**src/rtl/fir_eq_pkg.sv**
```systemverilog
// Shared defaults, sequencer state type and pointer helper for the per-band FIR datapath.
package fir_eq_pkg;

    localparam int FILTER_IN_BITS_DEF = 16;
    localparam int NUMBER_OF_TAPS_DEF = 64;
    localparam int COEFF_BITS_DEF     = 16;

    typedef enum logic [0:0] {
        IDLE = 1'b0,
        RUN  = 1'b1
    } seq_state_e;

    // (base - phase) mod n without relying on a power-of-two depth.
    function automatic int unsigned ptr_wrap_dec(input int unsigned base,
                                                 input int unsigned phase,
                                                 input int unsigned n);
        return (base >= phase) ? (base - phase) : (base + n - phase);
    endfunction

endpackage

```
**src/rtl/sample_ring_buffer.sv**
```systemverilog
// Circular sample history: one write port advancing wr_ptr, one registered read port.
module sample_ring_buffer #(
    parameter  int DATA_BITS = 16,
    parameter  int DEPTH     = 64,
    localparam int ADDR_BITS = $clog2(DEPTH)
) (
    input  logic                 clk,
    input  logic                 rst_n,
    input  logic                 en,
    input  logic                 wr_en,
    input  logic [DATA_BITS-1:0] wr_data,
    output logic [ADDR_BITS-1:0] wr_ptr,
    input  logic                 rd_en,
    input  logic [ADDR_BITS-1:0] rd_addr,
    output logic [DATA_BITS-1:0] rd_data
);

    logic [DATA_BITS-1:0] mem_q [DEPTH];

    always_ff @(posedge clk or negedge rst_n) begin
        if (!rst_n) begin
            for (int i = 0; i < DEPTH; i++) begin
                mem_q[i] <= '0;
            end
            wr_ptr  <= '0;
            rd_data <= '0;
        end else if (en) begin
            if (wr_en) begin
                mem_q[wr_ptr] <= wr_data;
                wr_ptr        <= (wr_ptr == ADDR_BITS'(DEPTH - 1)) ? '0 : wr_ptr + 1'b1;
            end
            // Zero when not reading so the downstream accumulator is left untouched.
            rd_data <= rd_en ? mem_q[rd_addr] : '0;
        end
    end

endmodule

```
**src/rtl/fir_tap_sequencer.sv**
```systemverilog
// Presents the stored taps newest-first to the per-band MAC, one per enabled clock.
// Optional sticky overrun detection is built when FIR_SEQ_OVERRUN_EN is defined.
module fir_tap_sequencer
    import fir_eq_pkg::*;
#(
    parameter  int FILTER_IN_BITS = FILTER_IN_BITS_DEF,
    parameter  int NUMBER_OF_TAPS = NUMBER_OF_TAPS_DEF,
    localparam int ADDR_BITS      = $clog2(NUMBER_OF_TAPS)
) (
    input  logic                      clk,
    input  logic                      rst_n,
    input  logic                      clk_enable,
    input  logic [FILTER_IN_BITS-1:0] sample_in,
    input  logic                      sample_valid,
    output logic                      ready,
    output logic [FILTER_IN_BITS-1:0] delay_filter_in,
    output logic [ADDR_BITS-1:0]      coeff_addr,
    output logic                      phase_min,
    output logic                      tap_valid,
    output logic                      overrun
);

    seq_state_e           state_q;
    logic [ADDR_BITS-1:0] phase_q;
    logic [ADDR_BITS-1:0] base_q;
    logic [ADDR_BITS-1:0] wr_ptr;
    logic [ADDR_BITS-1:0] rd_addr;
    logic                 accept;
    logic                 last_tap;

    assign ready    = (state_q == IDLE);
    assign accept   = sample_valid & ready & clk_enable;
    assign last_tap = (phase_q == ADDR_BITS'(NUMBER_OF_TAPS - 1));
    assign rd_addr  = ADDR_BITS'(ptr_wrap_dec(32'(base_q), 32'(phase_q),
                                              32'(NUMBER_OF_TAPS)));

    sample_ring_buffer #(
        .DATA_BITS (FILTER_IN_BITS),
        .DEPTH     (NUMBER_OF_TAPS)
    ) u_ring (
        .clk     (clk),
        .rst_n   (rst_n),
        .en      (clk_enable),
        .wr_en   (accept),
        .wr_data (sample_in),
        .wr_ptr  (wr_ptr),
        .rd_en   (state_q == RUN),
        .rd_addr (rd_addr),
        .rd_data (delay_filter_in)
    );

    always_ff @(posedge clk or negedge rst_n) begin
        if (!rst_n) begin
            state_q    <= IDLE;
            phase_q    <= '0;
            base_q     <= '0;
            coeff_addr <= '0;
            phase_min  <= 1'b0;
            tap_valid  <= 1'b0;
        end else if (clk_enable) begin
            case (state_q)
                IDLE: begin
                    coeff_addr <= '0;
                    phase_min  <= 1'b0;
                    tap_valid  <= 1'b0;
                    if (accept) begin
                        base_q  <= wr_ptr;
                        phase_q <= '0;
                        state_q <= RUN;
                    end
                end
                RUN: begin
                    coeff_addr <= phase_q;
                    phase_min  <= (phase_q == '0);
                    tap_valid  <= 1'b1;
                    if (last_tap) begin
                        state_q <= IDLE;
                    end else begin
                        phase_q <= phase_q + 1'b1;
                    end
                end
            endcase
        end
    end

`ifdef FIR_SEQ_OVERRUN_EN
    logic overrun_q;

    always_ff @(posedge clk or negedge rst_n) begin
        if (!rst_n) begin
            overrun_q <= 1'b0;
        end else if (clk_enable && sample_valid && !ready) begin
            overrun_q <= 1'b1;
        end
    end

    assign overrun = overrun_q;
`else
    assign overrun = 1'b0;
`endif

endmodule

```
**config.mk**
```make
export PLATFORM = sky130hd
export DESIGN_NAME = fir_tap_sequencer
export DESIGN_NICKNAME = d
export VERILOG_FILES = /design/src/rtl/fir_eq_pkg.sv /design/src/rtl/sample_ring_buffer.sv /design/src/rtl/fir_tap_sequencer.sv
export SDC_FILE = /design/constraint.sdc
export NUM_CORES = 1
export LEC_CHECK = 0
export CAP_MARGIN = 10
export CORE_MARGIN = 3
export CORE_UTILIZATION = 45
export DETAILED_ROUTE_END_ITERATION = 8
export GPL_TIMING_DRIVEN = 0
export PLACE_DENSITY_LB_ADDON = 0.12
export SLEW_MARGIN = 20
export SYNTH_ARGS = -nofsm -noshare
export SYNTH_HDL_FRONTEND = slang
export SYNTH_SLANG_ARGS = --single-unit
```
**constraint.sdc**
```tcl
create_clock -name clk -period 7.85 [get_ports clk]
set_input_delay 0.785 -clock clk [delete_from_list [all_inputs] [get_ports clk]]
set_output_delay 0.785 -clock clk [all_outputs]
set_load 0.02 [all_outputs]
```
======== Word level (Yosys, flattened, before mapping) ========
Index checks and enable logic that the tools add are counted.
storage, ports and cells
  register bits ........................... 1067
  bits of input ports ..................... 20
  output and inout bits ................... 26
  word-level logic and storage cells ...... 113
operators by class
  add/sub/neg operators ................... 5
  order comparisons ....................... 4
  equality and inequality tests ........... 4
  multiplexer cells ....................... 18
  bitwise logic cells ..................... 5
  reduce and logical (&&, ||, !) cells .... 5
operator list
  kind                                                       count
  bitwise mux 1024 bit                                       1
  binary-select mux 16 bit (select 6 bit)                    1
  demux 16 bit (select 6 bit)                                1
  2-to-1 mux 16 bit                                          4
  2-to-1 mux 6 bit                                           4
  case mux 6 bit (2 select lines)                            2
  adder 6 x 1 -> 6 bit (second input constant)               3
  greater-or-equal comparator 7 bit (second input constant)  2
  NOT 6 -> 7 bit                                             2
  == test 6 bit (second input constant)                      2
  subtractor 6 bit                                           2
  < comparator 7 x 1 -> 1 bit (second input constant)        1
  greater-or-equal comparator 6 bit                          1
  logical NOT 6 bit                                          1
  case mux 1 bit (2 select lines)                            3
  AND reduction 3 bit                                        2
  AND 1 bit                                                  2
  2-to-1 mux 1 bit                                           2
  inequality test 2 x 1 -> 1 bit (second input constant)     1
  inequality test 2 bit (second input constant)              1
  AND reduction 2 bit                                        1
  logical AND 1 bit                                          1
  NOT 1 bit                                                  1

======== Depth between registers and ports, before layout ========
Gate-level depths: netlist (run 1).
  depth in word-level cells ............... 8
  depth in mapped cells ................... 13
  depth with buffers taken out ............ 11

======== Cells and area by module ========
Synthesis (run 1) repeated with hierarchy kept, for this count alone.
second synthesis, totals
  cells, all modules ...................... 3100
  area, all modules ....................... 49140.9 um^2
modules (own cells, without submodules)
  module              times used  cells each  area an instance (um^2)  seq. area each (um^2)
  sample_ring_buffer  1           2973        47914.7                  26175.1
  fir_tap_sequencer   1           127         1226.2                   525.5

======== Worst setup path after synthesis (run 1) ========
Ideal clock, no wire load.
  path kind ............................... register -> register
  start point ............................. register phase_q[0]
  end point ............................... register u_ring.rd_data[10]
  setup time .............................. 142 ps
  arrival ................................. 2768 ps
  required time ........................... 7708 ps
  path slack .............................. 4940 ps
  cell stages (with the launch flop) ...... 11
  buffers on the path ..................... 3
  period minus slack after synthesis ...... 2910 ps
  path through ............................ dfrtp_1 ha_1 inv_1 fa_1 buf_2 buf_6 buf_4 mux4_2 mux4_2 mux2i_1 o2111ai_1
on the way
  word-level cells in the longest chain between the ends .. 7
  elaborated cells on any way between the ends .. 9
  those cells by class .................... add/sub: 2; order compare: 1; mux: 5; bitwise: 1
ends and longest elaborated chain
  element                                                                       RTL line                  source
  start, declared                                                               fir_tap_sequencer.sv:24   logic [ADDR_BITS-1:0] phase_q;
  start signal, assigned                                                        fir_tap_sequencer.sv:79   phase_q <= phase_q + 1'b1;
  subtractor 6 bit / greater-or-equal comparator 6 bit (equally long branches)  fir_eq_pkg.sv:17          return (base >= phase) ? (base - phase) : (base + n - phase);
  2-to-1 mux 6 bit *                                                            fir_eq_pkg.sv:17
  NOT 6 -> 7 bit (not written as such) *                                        sample_ring_buffer.sv:33  rd_data <= rd_en ? mem_q[rd_addr] : '0;
  binary-select mux 16 bit (select 6 bit) *                                     sample_ring_buffer.sv:33
  2-to-1 mux 16 bit (not written as such) * (2 in a row)                        sample_ring_buffer.sv:33
  2-to-1 mux 16 bit *                                                           sample_ring_buffer.sv:33
  end signal, assigned                                                          sample_ring_buffer.sv:33
  end, declared                                                                 sample_ring_buffer.sv:15  output logic [DATA_BITS-1:0] rd_data
Every way passes the cells marked *; elsewhere a longest branch is shown, timed or not. The select of a mux whose other input is x is not followed.
A chain may end at the register's enable or synchronous reset.

======== Final worst setup path (run 1) ========
  start point ............................. register phase_q[0]
  end point ............................... register u_ring.rd_data[13]
Same word-level chain as after synthesis.

==> results of run 1 <==
metal layers:
metal	routed length (um)	share of wire [%]	vias to the layer above
met1	61300	44	15475
met3	5430	3.9	182
met4	3350	2.4	0
met5	0	0	-
met2	67800	49	604
li1	-	-	11915
flip-flops by register name (all words and copies together) (netlist names):
name	cells
u_ring.rd_data	16
u_ring.wr_ptr	6
coeff_addr	6
phase_min	1
state_q	1
base_q	6
u_ring.mem_q	1024
tap_valid	1
phase_q	6
final cells by class:
cell class                      count  area (um2)  area share [%]
Sequential cell                  1067       26700            48.6
Multi-Input combinational cell   1786       20800            37.8
Clock inverter                     34         432           0.785
Clock buffer                      178        3430            6.23
Buffer                            288        1340            2.43
Inverter                           17        68.8           0.125
Antenna cell                        5        12.5          0.0228
Tap cell                         1403        1760            3.19
Timing Repair Buffer               34         480           0.874
worst paths after layout:
check	to	depth (start not counted)
max in group asynchronous	u_ring.mem_q[937]	5
min in group clk	base_q[4]	2
hold reg to reg	base_q[4]	2
hold / removal	u_ring.mem_q[416]	1
setup / recovery	u_ring.rd_data[13]	7
setup reg to reg	u_ring.rd_data[13]	7
report_power, final:
part	internal [W]	leakage [nW]	switching (W)
sequential	0.00607	14.7	0.000299
combinational	0.00283	9.53	0.00454
clock	0.00328	1.89	0.00225
total	0.0122	26.2	0.00708
worst register-to-register path, cell delays in order, from the launching register on:
cell,delay [ns]
dfrtp_1,0.46
ha_1,0.56
buf_2,0.42
clkbuf_1,0.80
mux4_2,0.46
mux4_2,0.57
mux2i_1,0.38
o2111ai_1,0.15
per-stage QoR:
| stage | util, % | cells |
|---|---|---|
| global route | 51.2 | 4809 |
| global placement | 47.4 | 4588 |
| floorplan | - | 3158 |
| detailed placement | 47.6 | 4595 |
| CTS | 51.2 | 4807 |
| finish | 51.2 | 4812 |
cells by family after synthesis:
logic type,Yosys count,share of synthesized area (%)
xor+xnor,15,0.269
fa+ha+maj,9,0.246
mux,1332,37.3
simple gates,352,3.48
compound gates,77,1.15
other cells,1,0.00768
flops,1067,54.7
buf+inv,305,2.87
layout by cell type (no fill, tap or decap), drive strengths merged, types with 6 or more instances in the layout:
| cell type | Yosys | final |
|---|---|---|
| buf | 145 | 153 |
| bufinv | 0 | 9 |
| clkbuf | 143 | 321 |
| clkdlybuf4s50 | 0 | 26 |
| clkinv | 0 | 18 |
| dfrtp | 1067 | 1067 |
| ha | 8 | 8 |
| inv | 17 | 20 |
| mux2 | 1024 | 1024 |
| mux2i | 22 | 22 |
| mux4 | 286 | 286 |
| nand2 | 236 | 236 |
| nand3 | 41 | 41 |
| nor2 | 44 | 44 |
| nor3 | 8 | 8 |
| o2111ai | 15 | 15 |
| o211ai | 30 | 30 |
| o21ai | 13 | 13 |
| xnor2 | 9 | 9 |
| xor2 | 6 | 6 |
==> key figures, run 1 <==
Run status
  – Status: finished clean

Floorplan
  – Initial Utilization: 45.5%
  – Core Area: 107,000 um2
  – Die height: 335 um
  – Die X: 335 um
  – Num rows: 120
  – Num ports: 46
  – Die area: 113,000 um2

GRT
  – Met3 usage: 3.92%
  – Largest net degree at the start of global routing: 153
  – Routing usage on met2: 41.3%
  – Met1 Use GR: 34.5%
  – Vias in the first global route: 30,551
  – First-pass GRT wire length: 207,000 um
  – GRT overflow: 0
  – Most used routing layer: met2
  – Antenna violations before repair: 2
  – Gr usage total: 24.9%

Power
  – Total Power: 0.0193 W
  – Worst vdd ir: 0.353 mV
  – PwrDens: 350 nW/um2
  – Leak: 26.2 nW

Yosys
  – Share of the synthesized area in the top cell type: 54.7%
  – Number of synthesized flops with an enable pin: 0
  – Warning count from the yosys run: 0
  – Synth unique cells: 59
  – Syn_nets: 3,187
  – Main flop type after synthesis: dfrtp_1
  – Synth area leaders: dfrtp_1 55%, mux2_2 23%, mux4_2 13%, nand2_1 1.7%, clkbuf_1 1.1%
  – Syn Std Cell Area: 48,900 um2
  – Top-count cell post-synth: dfrtp_1
  – Seq/Total Area, Yosys: 54.7%
  – Area leader, netlist: dfrtp_1
  – Cells after Synth: 3,158
  – Synthesized area per cell: 15.5 um2
  – Register bit total from synthesis: 1,067
  – Commonest cells in the netlist: 1,067 x dfrtp_1, 1,004 x mux2_2, 286 x mux4_2
  – Async SR Flop Fraction: 100%

Critical path
  – Crit path top cell by count: mux4_2
  – R2r startpoint: phase_q[0]
  – CP max stage cell: clkbuf_1
  – Critical Path Max Stage Delay: 0.79 ns
  – Critical Path RT: 8.39 ns
  – R2r setup slk: 3.91 ns
  – Crit path launch: phase_q[0]
  – Crit path max-delay family: multiplexers
  – Crit path DAT: 4.48 ns
  – Cells along the critical path: ha_1 > buf_2 > clkbuf_1 > mux4_2 > mux4_2 > mux2i_1 > o2111ai_1
  – Worst setup SP type: register
  – Worst Path Max Fanout: 10
  – Worst path bufs/invs: 2
  – Critical path class: reg2reg
  – Crit end category: register

Timing
  – Max-Slew Margin vs Limit: 25.6%
  – Worst clock skew: 0.0200 ns
  – Max Transition Viols Final: 0
  – Tcrit/Tclk final: 50.2%
  – Fin crit period: 3.94 ns
  – Maximum clock frequency: 254 MHz
  – RSZ-0062 raised after global routing: no
  – Hold WS: 0.0215 ns
  – Final hold viol count: 0
  – Worst Tran Pin Value: 1.11 ns
  – Setup ws final: 3.91 ns
  – Final setup fails: 0
  – Final setup TNS: 0 ns

Cells and area
  – Post-route cell area: 55,000 um2
  – Final nets: 3,337
  – # fillers: 8,873
  – Share of layout cells above drive strength 1: 48.5%
  – Layout area overhead: 12.5%

Placed design
  – DP Wirelength: 101,000 um
  – Dpl ws: 3.85 ns
  – DP Area: 51,100 um2
  – GP Congestion: 0.871
  – Port bufs: 27

Route
  – DRT iter0 DRCs: 1,927
  – Residual DRC count: 0
  – Routed Antenna Nets: 0
  – Vias/cell: 5.86
  – Wire per inst: 28.7 um
  – Final wirelength: 138,000 um
  – Vias: 28,176
  – Detailed-router iteration count before antenna repair: 6

Clock network
  – CTS tree: yes
  – H-tree Lvls: 3
  – CTS Root Cell: clkbuf_16
  – CTS clk-pin slew, worst paths: 0.06 ns
  – Post-CTS setup buffer count: 0
  – CTS Buffer Depth: 3
  – TritonCTS Buffers: 114
  – Clk_lat worst skew: 0.69 ns
  – Hold Buf Count CTS: 0
  – Post-CTS Resized: 0
  – Clock Sinks: 1,067

Job
  – Max Cap Viol: 0

Worst hold path
  – Type of the worst min-delay path: in2async
(Power assumes the default switching activity.)
==> inputs of run 2 (changes only) <==
- clock period: 7.85 -> 3.9 ns (I/O delays scaled with it)
==> run 2 against run 1 <==
Against the previous run:
- global-route usage about the same
- non-clock buffer count rose by 1
- via count decreased by 0.24%
- final cell count is essentially flat
==> key figures, run 2 (synthesis gave the netlist of run 1 again) <==
Run status
  – Status: finished clean

Timing
  – RSZ-0062 raised after global routing: yes
  – Worst Tran Pin Value: 1.09 ns
  – Fin crit period: 3.75 ns
  – Final setup fails: 0
  – Max Transition Viols Final: 0
  – Tcrit/Tclk final: 96.1%
  – Maximum clock frequency: 267 MHz
  – Final hold viol count: 0
  – Max-Slew Margin vs Limit: 26.8%
  – Worst clock skew: 0.0169 ns

Cells and area
  – Most frequent cells in the layout: 1,067 x dfrtp_1, 1,004 x mux2_2, 286 x mux4_2
  – Layout area overhead: 12.7%
  – Most common cell after layout, fill and taps aside: dfrtp_1
  – Largest regs: u_ring.mem_q: 1024 flops, u_ring.rd_data: 16 flops
  – Share of layout cells above drive strength 1: 49.0%
  – Final nets: 3,338
  – Max FFs per register: 1,024
  – # fillers: 8,879
  – Post-Layout Cell Count: 4,814
  – Largest register by flop count: u_ring.mem_q

Placed design
  – GP Congestion: 0.871
  – DP Wirelength: 101,000 um
  – DP Cell Count: 4,595
  – Port bufs: 27

Clock network
  – Clock Sinks: 1,067
  – CTS Root Cell: clkbuf_16
  – TritonCTS Buffers: 114
  – Post-CTS setup buffer count: 0
  – CTS clk-pin slew, worst paths: 0.06 ns
  – CTS Buffer Depth: 3
  – H-tree Lvls: 3
  – Clk_lat worst skew: 0.69 ns
  – CTS tree: yes

Route
  – Detailed-router iteration count before antenna repair: 5
  – Residual DRC count: 0
  – Wire per inst: 28.6 um
  – Final wirelength: 138,000 um
  – Vias/cell: 5.84
  – DRT iter0 DRCs: 1,884
  – Vias: 28,108
  – Routed Antenna Nets: 0

Floorplan
  – Num rows: 120
  – Num ports: 46
  – Core Area: 107,000 um2
  – Initial Utilization: 45.5%
  – Die X: 335 um
  – Die height: 335 um
  – Die area: 113,000 um2

GRT
  – Vias in the first global route: 30,563
  – Gr usage total: 24.9%
  – First-pass GRT wire length: 207,000 um
  – Antenna violations before repair: 2
  – GRT overflow: 0
  – Largest net degree at the start of global routing: 153

Power
  – Leak: 26.2 nW
  – Total Power: 0.0390 W
  – PwrDens: 708 nW/um2
  – Worst vdd ir: 0.549 mV

Critical path
  – Crit end category: register
  – Worst setup SP type: register
  – Worst Path Max Fanout: 10
  – Critical Path RT: 4.44 ns
  – Critical path class: reg2reg
  – Crit path DAT: 4.29 ns

Worst hold path
  – Type of the worst min-delay path: in2reg

Job
  – Max Cap Viol: 0
run 2: cell types whose count changed in the layout (fill, tap and decap cells not counted):
| cell | change |
|---|---|
| mux2i_1 | -10 |
| clkbuf_4 | +7 |
| buf_2 | -7 |
| xnor2_2 | +1 |
| xnor2_1 | -1 |
| dlygate4sd3_1 | +1 |
| buf_1 | -1 |
| buf_6 | +1 |
| clkbuf_2 | +6 |
| clkbuf_1 | -5 |
| diode_2 | +1 |
| mux2i_2 | +10 |
| buf_4 | -1 |
run 2: worst max-delay path: stages (launching register included):
cell and delay, ns:
dfrtp_1 0.46, ha_1 0.55, buf_2 0.31, clkbuf_1 0.82, mux4_2 0.42, mux4_2 0.47
mux2i_1 0.40, o2111ai_1 0.15
run 2: power breakdown:
| part | switching (W) | leakage, nW | internal (W) |
|---|---|---|---|
| sequential | 0.000606 | 14.7 | 0.0122 |
| combinational | 0.00916 | 9.54 | 0.00584 |
| clock | 0.00453 | 1.89 | 0.00661 |
run 2: worst paths after layout:
| path | startpoint | endpoint | slack, ns | cells after the start |
|---|---|---|---|---|
| max | phase_q[0] | u_ring.rd_data[12] | 0.15 | 7 |
| min | clk_enable | u_ring.rd_data[14] | 0.17 | 2 |
| max reg2reg | phase_q[0] | u_ring.rd_data[12] | 0.15 | 7 |
| min reg2reg | base_q[4] | base_q[4] | 0.48 | 2 |
| max in group asynchronous | rst_n | u_ring.mem_q[937] | 0.70 | 6 |
| min in group asynchronous | rst_n | u_ring.mem_q[416] | 0.31 | 2 |
run 2: area by class of cell:
cell class | instances | area [um2] | area share (%)
multi-input cells | 1786 | 20800 | 37.8
repair buffers | 35 | 490 | 0.891
well taps | 1403 | 1760 | 3.19
plain buffers | 288 | 1370 | 2.48
clock inverters | 34 | 432 | 0.784
diodes | 6 | 15.0 | 0.0273
inverters | 17 | 68.8 | 0.125
flip-flops and latches | 1067 | 26700 | 48.5
clock buffers | 178 | 3430 | 6.22
run 2: what timing repair did:
| action | 4_1_cts | 5_1_grt |
|---|---|---|
| hold endpoints to repair | 133 | 0 |
| hold buffers | 1 | 0 |
| endpoints found under the setup margin | 2 | 15 |
| pin swaps | 0 | 0 |
| resized for setup | 1 | 33 |
run 2: per-layer routing:
layer  up-vias  track usage [%]  part of all wire, %
met4         0             6.43                  2.7
met2       615             41.3                   49
met1     15379             34.5                   44
met5         -                0                    0
met3       201             3.92                  4.0
li1      11913                -                    -
run 2: per-stage QoR:
| step | TNS, ns | hold WS (ns) | area (um2) | setup slack (ns) | util (%) |
|---|---|---|---|---|---|
| after floorplan | 0 | 0.0944 | 48900 | 0.990 | - |
| after global placement | - | 0.467 | 50900 | -43.63 | 47.4 |
| after detailed placement | 0 | 0.430 | 51100 | 0.00168 | 47.6 |
| after CTS | 0 | 0.120 | 55000 | 0.00960 | 51.2 |
| after global routing | -0.00838 | 0.143 | 55000 | -0.00838 | 51.3 |
| final | 0 | 0.170 | 55100 | 0.152 | 51.3 |
